===== config.mk =====
export PLATFORM = sky130hd
export DESIGN_NAME = tc16_to_sm9
export DESIGN_NICKNAME = d
export VERILOG_FILES = /design/src/rtl/tc16_to_sm9.sv
export SDC_FILE = /design/constraint.sdc
export NUM_CORES = 1
export LEC_CHECK = 0
export ABC_AREA = 1
export CAP_MARGIN = 20
export CORE_UTILIZATION = 43
export DETAILED_ROUTE_END_ITERATION = 16
export PLACE_DENSITY = 0.71
export SYNTH_ARGS = -nofsm -noshare
export SYNTH_HDL_FRONTEND = slang
export SYNTH_SLANG_ARGS = --single-unit
export TNS_END_PERCENT = 30

===== constraint.sdc =====
create_clock -name clk -period 1.6 [get_ports clk]
set_input_delay 0.24 -clock clk [delete_from_list [all_inputs] [get_ports clk]]
set_output_delay 0.24 -clock clk [all_outputs]
set_load 0.005 [all_outputs]

===== src/rtl/tc16_to_sm9.sv =====
`default_nettype none
// ============================================================================
//  Module   : tc16_to_sm9
//  Purpose  : Converts a 16-bit two's-complement accumulator value into a
//             9-bit sign-magnitude sample. The magnitude is optionally
//             right-shifted, then clamped to 8 bits. Two-stage valid/ready
//             pipeline with a saturating count of clamped results.
//  Revision : 1.0 - initial release
// ----------------------------------------------------------------------------
//  Parameters
//    SHIFT      : logical right shift (0..8) applied to |in_data| before clamp
//  Ports
//    clk        : rising-edge clock
//    rst        : asynchronous, active-high reset
//    in_valid   : in_data holds a valid sample
//    in_ready   : block accepts a sample this cycle
//    in_data    : 16-bit two's-complement input
//    out_valid  : out_data / sat_flag hold a valid result
//    out_ready  : consumer accepts the result this cycle
//    out_data   : {sign, magnitude[7:0]}, never negative zero
//    sat_flag   : current out_data was clamped
//    sat_count  : saturating count of transferred clamped results
//    clr_count  : synchronous clear of sat_count (wins over increment)
// ============================================================================
module tc16_to_sm9 #(
    parameter int SHIFT = 0
) (
    input  logic        clk,
    input  logic        rst,
    input  logic        in_valid,
    output logic        in_ready,
    input  logic [15:0] in_data,
    output logic        out_valid,
    input  logic        out_ready,
    output logic [8:0]  out_data,
    output logic        sat_flag,
    output logic [15:0] sat_count,
    input  logic        clr_count
);

    localparam logic [15:0] C_COUNT_MAX = 16'hFFFF;

    // Stage 1: sign and 17-bit absolute value
    logic        s1_valid_q, s1_valid_d;
    logic        s1_neg_q,   s1_neg_d;
    logic [16:0] s1_mag_q,   s1_mag_d;

    // Stage 2: shifted, clamped sign-magnitude result
    logic        s2_valid_q, s2_valid_d;
    logic [8:0]  s2_data_q,  s2_data_d;
    logic        s2_sat_q,   s2_sat_d;

    logic [15:0] sat_count_q, sat_count_d;

    logic        advance;
    logic        out_xfer;
    logic [16:0] in_ext;
    logic [16:0] abs_mag;
    logic [16:0] shifted_mag;
    logic        shifted_sat;
    logic [7:0]  mag8;

    // S2 can take new data when it is empty or is being drained this cycle;
    // S1 moves on under the same condition.
    assign advance  = !s2_valid_q || out_ready;
    assign in_ready = !s1_valid_q || advance;
    assign out_xfer = s2_valid_q && out_ready;

    // Widen before negating so that -32768 becomes +32768 without overflow.
    assign in_ext  = {in_data[15], in_data};
    assign abs_mag = in_data[15] ? (17'd0 - in_ext) : in_ext;

    assign shifted_mag = s1_mag_q >> SHIFT;
    assign shifted_sat = |shifted_mag[16:8];
    assign mag8        = shifted_sat ? 8'hFF : shifted_mag[7:0];

    always_comb begin
        s1_valid_d  = s1_valid_q;
        s1_neg_d    = s1_neg_q;
        s1_mag_d    = s1_mag_q;
        s2_valid_d  = s2_valid_q;
        s2_data_d   = s2_data_q;
        s2_sat_d    = s2_sat_q;
        sat_count_d = sat_count_q;

        // When in_ready is high, S1 is either empty or handing its sample to
        // S2 this edge, so it can always take whatever is on the input.
        if (in_ready) begin
            s1_valid_d = in_valid;
        end
        if (in_valid && in_ready) begin
            s1_neg_d = in_data[15];
            s1_mag_d = abs_mag;
        end

        if (advance) begin
            s2_valid_d = s1_valid_q;
            if (s1_valid_q) begin
                // Sign is dropped when the magnitude is zero: no negative zero.
                s2_data_d = {s1_neg_q && (mag8 != 8'd0), mag8};
                s2_sat_d  = shifted_sat;
            end
        end

        if (clr_count) begin
            sat_count_d = 16'd0;
        end else if (out_xfer && s2_sat_q && (sat_count_q != C_COUNT_MAX)) begin
            sat_count_d = sat_count_q + 16'd1;
        end
    end

    always_ff @(posedge clk or posedge rst) begin
        if (rst) begin
            s1_valid_q  <= 1'b0;
            s1_neg_q    <= 1'b0;
            s1_mag_q    <= 17'd0;
            s2_valid_q  <= 1'b0;
            s2_data_q   <= 9'd0;
            s2_sat_q    <= 1'b0;
            sat_count_q <= 16'd0;
        end else begin
            s1_valid_q  <= s1_valid_d;
            s1_neg_q    <= s1_neg_d;
            s1_mag_q    <= s1_mag_d;
            s2_valid_q  <= s2_valid_d;
            s2_data_q   <= s2_data_d;
            s2_sat_q    <= s2_sat_d;
            sat_count_q <= sat_count_d;
        end
    end

    assign out_valid = s2_valid_q;
    assign out_data  = s2_data_q;
    assign sat_flag  = s2_sat_q;
    assign sat_count = sat_count_q;

endmodule
`default_nettype wire


; ---- Word-level counts from Yosys, hierarchy flattened
; Index checks and enable logic that the tools add are counted.
[totals]
ff_bits = 46
wordCells = 27
[classes]
addsub = 2
n_eq_ne = 1
mux = 4
n_reduce_logical = 13
[ops]
columns = operator, n
row1 = 16-bit 2-to-1 mux, 2
row2 = 17-bit 2-to-1 mux, 1
row3 = "1-bit by 16-bit subtractor with 17-bit output, first input constant", 1
row4 = "16-bit by 1-bit adder with 16-bit output, second input constant", 1
row5 = "16-bit inequality test, second input constant", 1
row6 = 9-bit OR reduction, 1
row7 = 8-bit 2-to-1 mux, 1
row8 = 8-bit nonzero test, 1
row9 = 1-bit logical AND, 5
row10 = 1-bit zero test, 2
row11 = 1-bit logical OR, 2
row12 = 2-bit AND reduction, 1
row13 = 2-bit nonzero test, 1

; ---- Longest topological paths before layout
[depth]
ltp_word = 5
depth_mapped = 10
mapped_depth_nobuf = 9

; ---- Worst setup path after synthesis
; Ideal clock, no wire load.
[synth_timing]
kind = register to register
startpoint = register sat_count_q[0] (netlist: sat_count[0])
endpoint = register sat_count_q[11] (netlist: sat_count[11])
arrival_time_ns = 1.485
slack_ns = 0.049
stages_incl_launch_ff = 10
period_less_slack_ns = 1.551
cell_sequence = dfrtp_1 -> ha_1 -> nand3_1 -> inv_2 -> nand2_2 -> nor2_4 -> nor2_4 -> buf_4 -> nand4_1 -> nand2_1
[synth_between]
elab_chain_cells = 3
elab_cells_between_ends = 6
classes_between = add/sub (1) / eq/ne (1) / mux (2) / reduce/logical (2)
[synth_rtl]
columns = element, line
row1 = from (decl), 53  ; logic [15:0] sat_count_q, sat_count_d;
row2 = from (signal assigned), 128  ; sat_count_q <= sat_count_d;
row3 = 16-bit by 1-bit adder with 16-bit output or 16-bit inequality test (tied branches), "108, 107"
row4 = 16-bit 2-to-1 mux or 1-bit logical AND (tied branches), 107  ; end else if (out_xfer && s2_sat_q && (sat_count_q != C_COUNT_MAX)) begin
row5 = 16-bit 2-to-1 mux or 2-bit nonzero test (tied branches), n/a
; Parallel ways exist; a longest one is shown, timed or not. The select of a mux whose other input is x is not followed.
; A chain may end at the register's enable or synchronous reset.

; ---- Worst setup path in the final report
[layout_timing]
startpoint = register sat_count_q[1] (netlist: sat_count[1])
endpoint = output port sat_count[1]
[layout_lines]
columns = element, line
row1 = to (decl), 37  ; output logic [15:0] sat_count,
; No word-level cell between the ends.

==> metrics.yaml <==
grt:
  grt_max_degree: 47
  grt_pass1_vias: 2299
  antenna_found_initial: 0
  globalRouteMet1Util_pct: 29.4
  busiest_layer: "met2"
  grtUsageTotal_pct: 21.8
  met2_usage_pct: 36.0
  met3_usage_pct: 4.02
  grt.overflow.total: 0
  grt_pass1_wl_mm: 10.6
worst_setup_path:
  worstSetupEndpointType: "output port"
  path_max_fanout: 4
  r2r_end: "sat_count[9]"
  cp_cell_sequence: "buf_4 -> clkdlybuf4s50_1"
  critPathArrivalTime_ps: 1340
  ff2ff_path_depth: 10
  crit_path_start_kind: "register"
  max_stage_delay_ps: 490
  r2r_setup_slack_ps: 60
  required_ps: 1360
  path_class: "reg2out"
  crit_path_top_delay_cell: "clkdlybuf4s50_1"
  timing.rr.start: "sat_count[1]"
flow_run:
  maxCapViolations: 0
yosys:
  synthSimpleGateAreaFrac_pct: 37.5
  synth_area_mm2: 0.00254
  synth_top_cells_by_area: "dfrtp_1 45%, nand2_1 16%, nand3_1 6.7%"
  ys_seq_area_share_pct: 45.3
  synth_flop_cell: "dfrtp_1"
  synth_top_family_by_area: "simple AND/OR/NAND/NOR gates"
  synthAdderAreaFrac_pct: 0.985
  synth_common_cells: "107 x nand2_1, 46 x dfrtp_1, 34 x nand3_1, 33 x nor2_1, 26 x inv_1"
  synthMuxAreaShare_pct: 0
  synth_async_sr_flop_share_pct: 100
  synth_seq_cells: 46
  synth_compound_area_share_pct: 7.53
  synth_xor_xnor_area_share_pct: 2.41
  yosysMostFrequentCell: "nand2_1"
  synthCells: 335
  synth_top_area_cell: "dfrtp_1"
  syn_nets: 358
  synth_cell_types: 35
  yosysWarnings: 0
  postSynthAreaPerCell_um2: 7.59
  yosys.area.top_type_share_pct: 45.3
  synth-edff-count: 0
timing:
  achievable-frequency_ghz: 0.633
  tns_ps: 0
  min_period_over_period_pct: 98.7
  rsz0062_at_grt: "true"
  hold_ws_ps: 281
  fin_crit_ps: 1580
  hold_violations: 0
  worstMarginPinSlew_ps: 351
  relSlewSlack_pct: 76.4
  setup_violations: 0
  finClkSkew_ps: 6.13
  drv_slew: 0
routing:
  wl_per_cell_um: 12.6
  drtIter0Drc: 145
  via_per_inst: 4.96
  ant_nets: 0
  firstDrtPassIters: 4
  drc_errors: 0
  via_count: 2470
  totalWireLength_mm: 6.29
clocking:
  cts_hold_buf: 0
  root_buffer: "clkbuf_8"
  htree_num_levels: 2
  tritoncts: "yes"
  cts_made_buffers: 5
  clock_latency_ps: 300
  cts.sinks: 46
  cts_buffer_depth: 2
  clk_pin_slew_ps: 90
power:
  cellLeakagePower_nw: 1.74
  peakVddDrop_uv: 411
  p_per_area_mw_per_mm2: 772
floorplan:
  die_area_mm2: 0.00622
  die_h_um: 78.9
  dieWidth_um: 78.9
  core_mm2: 0.00561
  start_util_pct: 45.3
  rows: 27
  ios: 49
place:
  hpwl_mm: 4.66
  gp_congestion: 0.837
  port_buffers: 48
outcome:
  status: "finished clean"
layout:
  syn2layout_area_growth_pct: 41.2
  drive_above_1_share_pct: 16.4
  final_nets: 448
  antenna_cells: 0
worst_hold_path:
  hold_class: "in2async"
[worst max path at each step]
| stage | from | endpoint | slack (ps) | cells past startpoint |
|---|---|---|---|---|
| floorplan | sat_count[0] | sat_count[11] | 50 | 9 |
| global placement | out_ready | in_ready | -80 | 4 |
| detailed placement | in_data[1] | s1_mag_q[8] | -120 | 9 |
| CTS | sat_count[11] | sat_count[11] | -3 | 2 |
| global route | sat_count[1] | sat_count[1] | -30 | 2 |
| finish | sat_count[1] | sat_count[1] | 20 | 2 |
[stage by stage]
stage	instance area [µm²]	instances	util, %	setup slack [ps]	total power [W]
final	3590	498	64.0	21.4	0.00277
after global routing	3590	498	64.0	-25.3	0.00292
after CTS	3530	496	62.9	-2.93	0.00278
after detailed placement	3410	488	60.7	-120	0.00192
after global placement	3410	488	60.7	-81.3	0.00191
after floorplan	2540	335	-	49.0	0.00163
[area by class of cell]
type                    instances  area [µm²]
clock inverters                 2        37.5
fillers                       503        2020
repair buffers                 91         848
multi-input cells             251        1270
well taps                      72        90.1
flip-flops and latches         46        1150
clock buffers                   6        72.6
inverters                      30         113
[worst max-delay path: cells and delay by family, from the launching register on]
family | cells | cell delay (ps)
buffers and inverters | 2 | 640
DFF | 1 | 400
[cells by family (layout without fill, tap and decap cells)]
logic type / count (synthesis) / in the layout
simple gates: 211 / 212
flops: 46 / 46
buf+inv: 39 / 129
compound gates: 30 / 30
xor+xnor: 7 / 7
fa+ha+maj: 2 / 2
[layer usage]
metal,vias to the layer above,routed length (µm)
li1,1280,-
met1,1123,2990
met2,58,2970
met3,9,248
met4,0,89
met5,-,0
[power breakdown]
group	leakage, nW	total, W	switching (W)	internal (W)
clock network	0.0514	0.000858	0.000392	0.000466
logic	1.13	0.000577	0.000295	0.000281
registers	0.560	0.00134	0.0000713	0.00127
total	1.74	0.00277	0.000758	0.00201
[placed cells by master (no fill, tap or decap), types with 2 or more instances in the layout]
| master | instances |
|---|---|
| inv_2 | 3 |
| buf_6 | 4 |
| buf_4 | 37 |
| clkbuf_8 | 5 |
| nand3_2 | 2 |
| a21o_1 | 2 |
| nand3b_1 | 3 |
| inv_1 | 25 |
| o211ai_1 | 2 |
| nor2_2 | 3 |
| nor3_1 | 4 |
| nand3_1 | 32 |
| dfrtp_1 | 45 |
| a31oi_1 | 3 |
| o21ai_1 | 2 |
| nor2_1 | 32 |
| clkinv_1 | 2 |
| nand2_2 | 2 |
| xor2_1 | 7 |
| dlygate4sd2_1 | 2 |
| o22a_1 | 4 |
| dlymetal6s2s_1 | 3 |
| o21bai_1 | 3 |
| nor2_4 | 3 |
| a21oi_1 | 2 |
| nand4_1 | 17 |
| buf_12 | 2 |
| or2_2 | 3 |
| nand2_1 | 107 |
| o22ai_1 | 2 |
| clkdlybuf4s50_1 | 43 |
| o21ai_0 | 9 |
[sequential cells by signal, indices dropped and copies added (netlist names)]
name	count
out_data	9
sat_count	16
s1_mag_q	17
sat_flag	1
s1_neg_q	1
s1_valid_q	1
out_valid	1
[repair_timing]
| action | 4_1_cts | 5_1_grt |
|---|---|---|
| cloned | 0 | 1 |
| buffers inserted | 0 | 1 |
| endpoints found under the setup margin | 6 | 19 |
| pin swaps | 0 | 4 |
| endpoints found under the hold margin | 0 | 0 |
| gates resized for setup | 5 | 11 |
Power figures use the tool's default switching activity.
